File: src/rtl/bit_route_controller.sv
// bit_route_controller: stages per-bit sink routing selections and rolls them out one bit per cycle.
// Define BIT_ROUTE_ATOMIC_COMMIT_EN to apply the whole shadow mask in a single edge instead.
module bit_route_controller #(
   parameter int               WIDTH      = 2,
   parameter int               IDX_W      = (WIDTH > 1) ? $clog2(WIDTH) : 1,
   parameter logic [WIDTH-1:0] RESET_MASK = {WIDTH{1'b0}}
) (
   input  logic             clk,
   input  logic             rst,
   input  logic [WIDTH-1:0] source_bus,
   input  logic             scalar_in,
   input  logic             cfg_valid,
   output logic             cfg_ready,
   input  logic [IDX_W-1:0] cfg_bit,
   input  logic             cfg_sel,
   input  logic             commit,
   output logic             busy,
   output logic [WIDTH-1:0] sink_bus,
   output logic [WIDTH-1:0] active_mask,
   output logic             err_idx,
   output logic             commit_drop
);
   logic [WIDTH-1:0] shadow_q, shadow_d, active_q, active_d, sink_q;
   logic             err_q, wr, in_range;

   assign in_range    = {1'b0, cfg_bit} < (IDX_W + 1)'(WIDTH);
   assign wr          = cfg_valid && cfg_ready;
   assign sink_bus    = sink_q;
   assign active_mask = active_q;
   assign err_idx     = err_q;

`ifdef BIT_ROUTE_ATOMIC_COMMIT_EN
   assign cfg_ready   = 1'b1;
   assign busy        = 1'b0;
   assign commit_drop = 1'b0;

   // Merge the host write into the shadow; a commit copies the merged shadow in one edge.
   always_comb begin
      shadow_d = shadow_q;
      if (wr && in_range) shadow_d[cfg_bit] = cfg_sel;
      active_d = commit ? shadow_d : active_q;
   end
`else
   typedef enum logic {IDLE, SWEEP} state_t;
   state_t           state_q, state_d;
   logic [IDX_W-1:0] ptr_q, ptr_d;
   logic             drop_q, drop_d, last;

   assign cfg_ready   = state_q == IDLE;
   assign busy        = state_q == SWEEP;
   assign commit_drop = drop_q;
   assign last        = ptr_q == IDX_W'(WIDTH - 1);

   // Accept writes and commits while idle; while sweeping copy one shadow bit per cycle.
   always_comb begin
      state_d  = state_q;
      ptr_d    = ptr_q;
      shadow_d = shadow_q;
      active_d = active_q;
      drop_d   = 1'b0;
      if (state_q == IDLE) begin
         if (wr && in_range) shadow_d[cfg_bit] = cfg_sel;
         if (commit) begin
            state_d = SWEEP;
            ptr_d   = '0;
         end
      end else begin
         active_d[ptr_q] = shadow_q[ptr_q];
         ptr_d           = last ? '0 : ptr_q + 1'b1;
         state_d         = last ? IDLE : SWEEP;
         drop_d          = commit;
      end
   end

   // Sweep state, pointer and dropped-commit pulse.
   always_ff @(posedge clk or posedge rst) begin
      if (rst) begin
         state_q <= IDLE;
         ptr_q   <= '0;
         drop_q  <= 1'b0;
      end else begin
         state_q <= state_d;
         ptr_q   <= ptr_d;
         drop_q  <= drop_d;
      end
   end
`endif

   // Masks, routed output and out-of-range index pulse.
   always_ff @(posedge clk or posedge rst) begin
      if (rst) begin
         shadow_q <= RESET_MASK;
         active_q <= RESET_MASK;
         sink_q   <= '0;
         err_q    <= 1'b0;
      end else begin
         shadow_q <= shadow_d;
         active_q <= active_d;
         sink_q   <= (active_q & {WIDTH{scalar_in}}) | (~active_q & source_bus);
         err_q    <= wr && !in_range;
      end
   end
endmodule

File: config.mk
export PLATFORM = sky130hd
export DESIGN_NAME = bit_route_controller
export DESIGN_NICKNAME = d
export VERILOG_FILES = /design/src/rtl/bit_route_controller.sv
export SDC_FILE = /design/constraint.sdc
export NUM_CORES = 1
export LEC_CHECK = 0
export ABC_AREA = 0
export CAP_MARGIN = 5
export CORE_AREA = 2 2 39 41
export CTS_CLUSTER_DIAMETER = 60
export CTS_CLUSTER_SIZE = 8
export DETAILED_ROUTE_END_ITERATION = 8
export DIE_AREA = 0 0 41 43
export PLACE_DENSITY = 0.68
export SYNTH_ARGS = -nofsm -noshare
export SYNTH_HDL_FRONTEND = slang
export SYNTH_SLANG_ARGS = --single-unit
File: constraint.sdc
create_clock -name clk -period 3.36 [get_ports clk]
set_input_delay 0.336 -clock clk [delete_from_list [all_inputs] [get_ports clk]]
set_output_delay 0.336 -clock clk [all_outputs]
set_load 0.01 [all_outputs]
# == After elaboration in Yosys (flattened, before gate mapping) ==
# Cells that the tools add are included.
# classes
add_sub_neg,1
magnitude_cmp,4
muxes,15
n_bitwise,5
reduce_logical,5
# op_table
op,n
$mux W1,11
$and A2 B2 Y2,2
$bwmux W2,2
$lt A1 B2 Y1 const B,2
$logic_and A1 B1 Y1,3
$demux W1 S1,2
$ge A1 B1 Y1 const B,2
$not A2 Y2,1
$or A2 B2 Y2,1
$reduce_and A2 Y1,1
$reduce_bool A2 Y1,1
$add A1 B1 Y1 const B,1
$not A1 Y1,1
# word_totals
ff_bits,9
input_bits,9
out_inout_bits,8

# == Logic depth before layout (Yosys ltp) ==
# Gate-level depths: netlist of run 1.
# depth
ltp_word,5
ltp_mapped,2
ltp_nobuf,2

# == Worst setup path before layout of run 1 ==
# Ideal clock, no wire load.
# synth_timing
path_type,reg-to-reg
startpoint,"register state_q, in the netlist busy"
endpoint,register shadow_q[0]
t_arrival_ns,1.004
required_time_ns,3.235
slack_ns,2.232
stages_incl_launch_ff,3
path_buffers,0
cell_sequence,dfrtp_1 nor3b_1 mux2_2
# synth_via
elab_chain_len,3
# synth_lines
item,line_no,source
from (decl),45,"state_t state_q, state_d;"
from (signal assigned),82,state_q <= state_d;
$not A1 Y1 (no line) *,--,
$logic_and A1 B1 Y1,27,assign wr = cfg_valid && cfg_ready;
$reduce_and A2 Y1 (no line) *,--,
to (signal assigned),97,shadow_q <= shadow_d;
to (decl),23,"logic [WIDTH-1:0] shadow_q, shadow_d, active_q, active_d, sink_q;"
# Mark *: on every way between the ends. The rest lies on a longest branch, timed or not.
# A chain may end at the register's enable or synchronous reset.

# == Final worst setup path of run 1 ==
# layout_timing
startpoint,"register state_q, in the netlist busy"
endpoint,output port cfg_ready
# layout_via
elab_chain_len,1
# layout_lines
item,line_no,source
$not A1 Y1 (no line),--,
to (decl),13,"output logic cfg_ready,"
# Every way passes these cells.

==> key figures, run 1 <==
Status
  – Status: complete, no violations

Timing
  – Max frequency: between 600 and 700 MHz
  – Endpoints failing hold: 0
  – Slew Limit Fails: 0
  – Final setup viols: 0
  – Minimum clock period: between 1.5 and 2 ns
  – Worst Skew: between 0.004 and 0.005 ns
  – Setup TNS: 0 ns
  – RSZ-0062 raised after global routing: no
  – Worst Hold Slack: 0.342 ns
  – Fin crit share: 49.4%

Synth
  – Mapped Area: 364 um^2
  – Post-synthesis sequential area ratio: roughly 62%
  – Synth async-reset ratio: between 90% and 100%
  – Top cells by count, synth: 9 x dfrtp_1, 5 x mux2_2, 3 x inv_1
  – Post-synth EDFFs: 0
  – Post-synthesis mux area share: 19.6%
  – Yosys top cell area share: 61.9%
  – Syn Nets: 37
  – Post-synthesis register bit count: 9
  – Count leader, synth: dfrtp_1
  – Mapped Cells: 28
  – Simple-Gate Fraction of Synth Area: 9.62%
  – Netlist cell types: 12
  – Adder-cell share of the synthesized area: 0%
  – Area fraction in compound gates after synthesis: 2.75%
  – Ys flop type: dfrtp_1
  – Yosys top cell by area: dfrtp_1
  – YS warnings: 0
  – Top cells by area, synth: dfrtp_1 62%, mux2_2 15%, mux2_4 4.1%
  – Largest family of logic cells by synthesized area: multiplexers
  – Synth Area per Inst: between 10 and 15 um^2
  – Xor-xnor portion of the synthesized cell area: 0%

Pwr
  – Power density over the cells: around 810 nW/um^2
  – Max IR drop VDD: between 200 and 300 uV
  – Leak pwr: 0.243 nW

GRT
  – Met3 Usage GRT: 4.71%
  – GR peak layer: met1
  – Global-route wire length before repair: 938 um
  – Vias in the first global route: roughly 230
  – Largest net degree at the start of global routing: 10
  – Total grt overflow: 0
  – Antenna violations before repair: 0
  – M1 GR Usage: a little over a tenth
  – Tot GR Track Use: 8.44%
  – Met2 GRT Util: between 10% and 20%

Final layout
  – Layout cells sized above 1: between 10% and 20%
  – N_diodes: 0
  – Area grow syn2layout: 51.9%
  – Nets: 56

Setup path
  – CP Depth: 2
  – Kind of cell adding the most delay to the critical path: buffers and inverters
  – Critical Path Source Type: register
  – WS Path Type: register to primary output
  – Critical path capture point type: primary output
  – Required @ worst endpoint: 3.02 ns
  – Largest stage delay, worst path: 0.53 ns
  – R2R cell count: 2
  – Worst-path cell chain: inv_1 > clkdlybuf4s50_1
  – WP data arrival: 1.32 ns
  – CP bufs+invs: 2
  – Critical Path Slowest Stage Cell: clkdlybuf4s50_1
  – Critical path fanouts, max: 8

Clock network
  – TritonCTS Buffers: 3
  – CTS max path bufs: 2
  – Clock Latency Late Sink: 0.25 ns
  – CTS Hold Buffers Added: 0
  – Clock-pin slew on the worst setup and hold paths: roughly 0.060 ns
  – CTS root buf: clkbuf_4
  – CTS resizes: 0
  – CTS tree: built
  – CTS H-tree lvls: 1
  – CTS sink count: 9
  – # Post-CTS Setup Buffers: 0

Floorplan
  – DIE HEIGHT: 43 um
  – Die Wd: just over 40 um
  – Core Footprint: between 1000 and 1500 um^2
  – Initial Util: 26.3%
  – Row count: 14
  – Io pins: 17
  – Die area: 1760 um^2

Run
  – Max Cap Viol: 0

Placed design
  – Gpl congestion: 0.643
  – Post-DP HPWL: 450 um
  – Port Buf Inserts: 15

Detailed routing
  – DRT iter0 DRCs: 0
  – Drt pass-1 iters: 1
  – Detailed Route WL: 574 um
  – Antenna-violating nets left: 0
  – Vias/cell: 4.19
  – Vias: 260
  – # DRC: 0
  – Wirelength per Cell: 9.26 um

Hold path
  – Worst Hold Class: input pin to async pin
per-layer routing:
layer	vias to the layer above	part of all wire, %
li1	125	-
met3	0	12
met1	121	42
met4	0	0
met5	-	0
met2	14	46
layout make-up:
type                    instances  area (um^2)
well taps                      16         20.0
fillers                       149          831
multi-input cells              15          120
repair buffers                 15          150
clock buffers                   4         26.3
inverters                       3         11.3
flip-flops and latches          9          225
through the flow:
stage               power (mW)  instance area [um^2]  util, %  setup slack, ns  cells
floorplan                0.278                   364        -             2.23     28
global placement         0.367                   527     38.1             1.89     58
detailed placement       0.371                   527     38.1             1.89     58
CTS                      0.456                   553     40.0             1.67     62
global route             0.481                   553     40.0             1.62     62
finish                   0.445                   553     40.0             1.70     62
kinds of logic (layout without fill, tap and decap cells):
logic type,count (synthesis),in the layout
multiplexers,6,6
flip-flops,9,9
other,1,1
buffers and inverters,4,22
AND/OR/NAND/NOR,6,6
AO/OA/AOI/OAI,2,2
layout by cell type, fill, tap and decap left out, types with 2 or more instances in the layout:
cell type,instances
nand2b_1,2
clkbuf_4,3
mux2_2,5
dfrtp_1,9
o21ai_0,2
clkdlybuf4s50_1,15
inv_1,3
power breakdown:
group	internal [mW]	total [mW]	switching, mW
logic	0.119	0.176	0.0569
clock network	0.0456	0.0804	0.0348
registers	0.156	0.189	0.0330
total	0.321	0.445	0.125
worst reg2reg max path: stages, from the launching register on:
cell and delay (ns):
dfrtp_1 0.45, nor3b_1 0.25, mux2_2 0.35
worst paths after layout:
kind | slack, ns | startpoint | endpoint
worst max register to register | 2.21 | busy | shadow_q[0]
max in group asynchronous | 2.77 | rst | busy
min in group clk | 0.51 | shadow_q[1] | shadow_q[1]
worst min register to register | 0.51 | shadow_q[1] | shadow_q[1]
worst max-delay path | 1.70 | busy | cfg_ready
worst min-delay path | 0.34 | rst | active_mask[0]
state kept, by name, indices dropped and copies added (netlist names):
signal       count
busy             1
commit_drop      1
last             1
sink_bus         2
shadow_q         2
active_mask      2
No activity file was read; power rests on OpenSTA's default activity.
==> run 2, diff against run 1 <==
==> constraint.sdc (replaced) <==
create_clock -name clk -period 1.6 [get_ports clk]
set_input_delay 0.16 -clock clk [delete_from_list [all_inputs] [get_ports clk]]
set_output_delay 0.16 -clock clk [all_outputs]
set_load 0.01 [all_outputs]
==> results of run 2 <==
The final DEF is identical to that of run 1. Status: complete, no violations.
Main changes from that run: setup slack after placement 1.89 ns -> 0.305 ns; setup slack after layout 1.70 ns -> 0.115 ns; hold slack 0.342 ns -> 0.166 ns; register-to-register setup slack 2.21 ns -> 0.45 ns; total power 0.445 mW -> 0.935 mW; worst IR drop on VDD 276 uV -> 579 uV
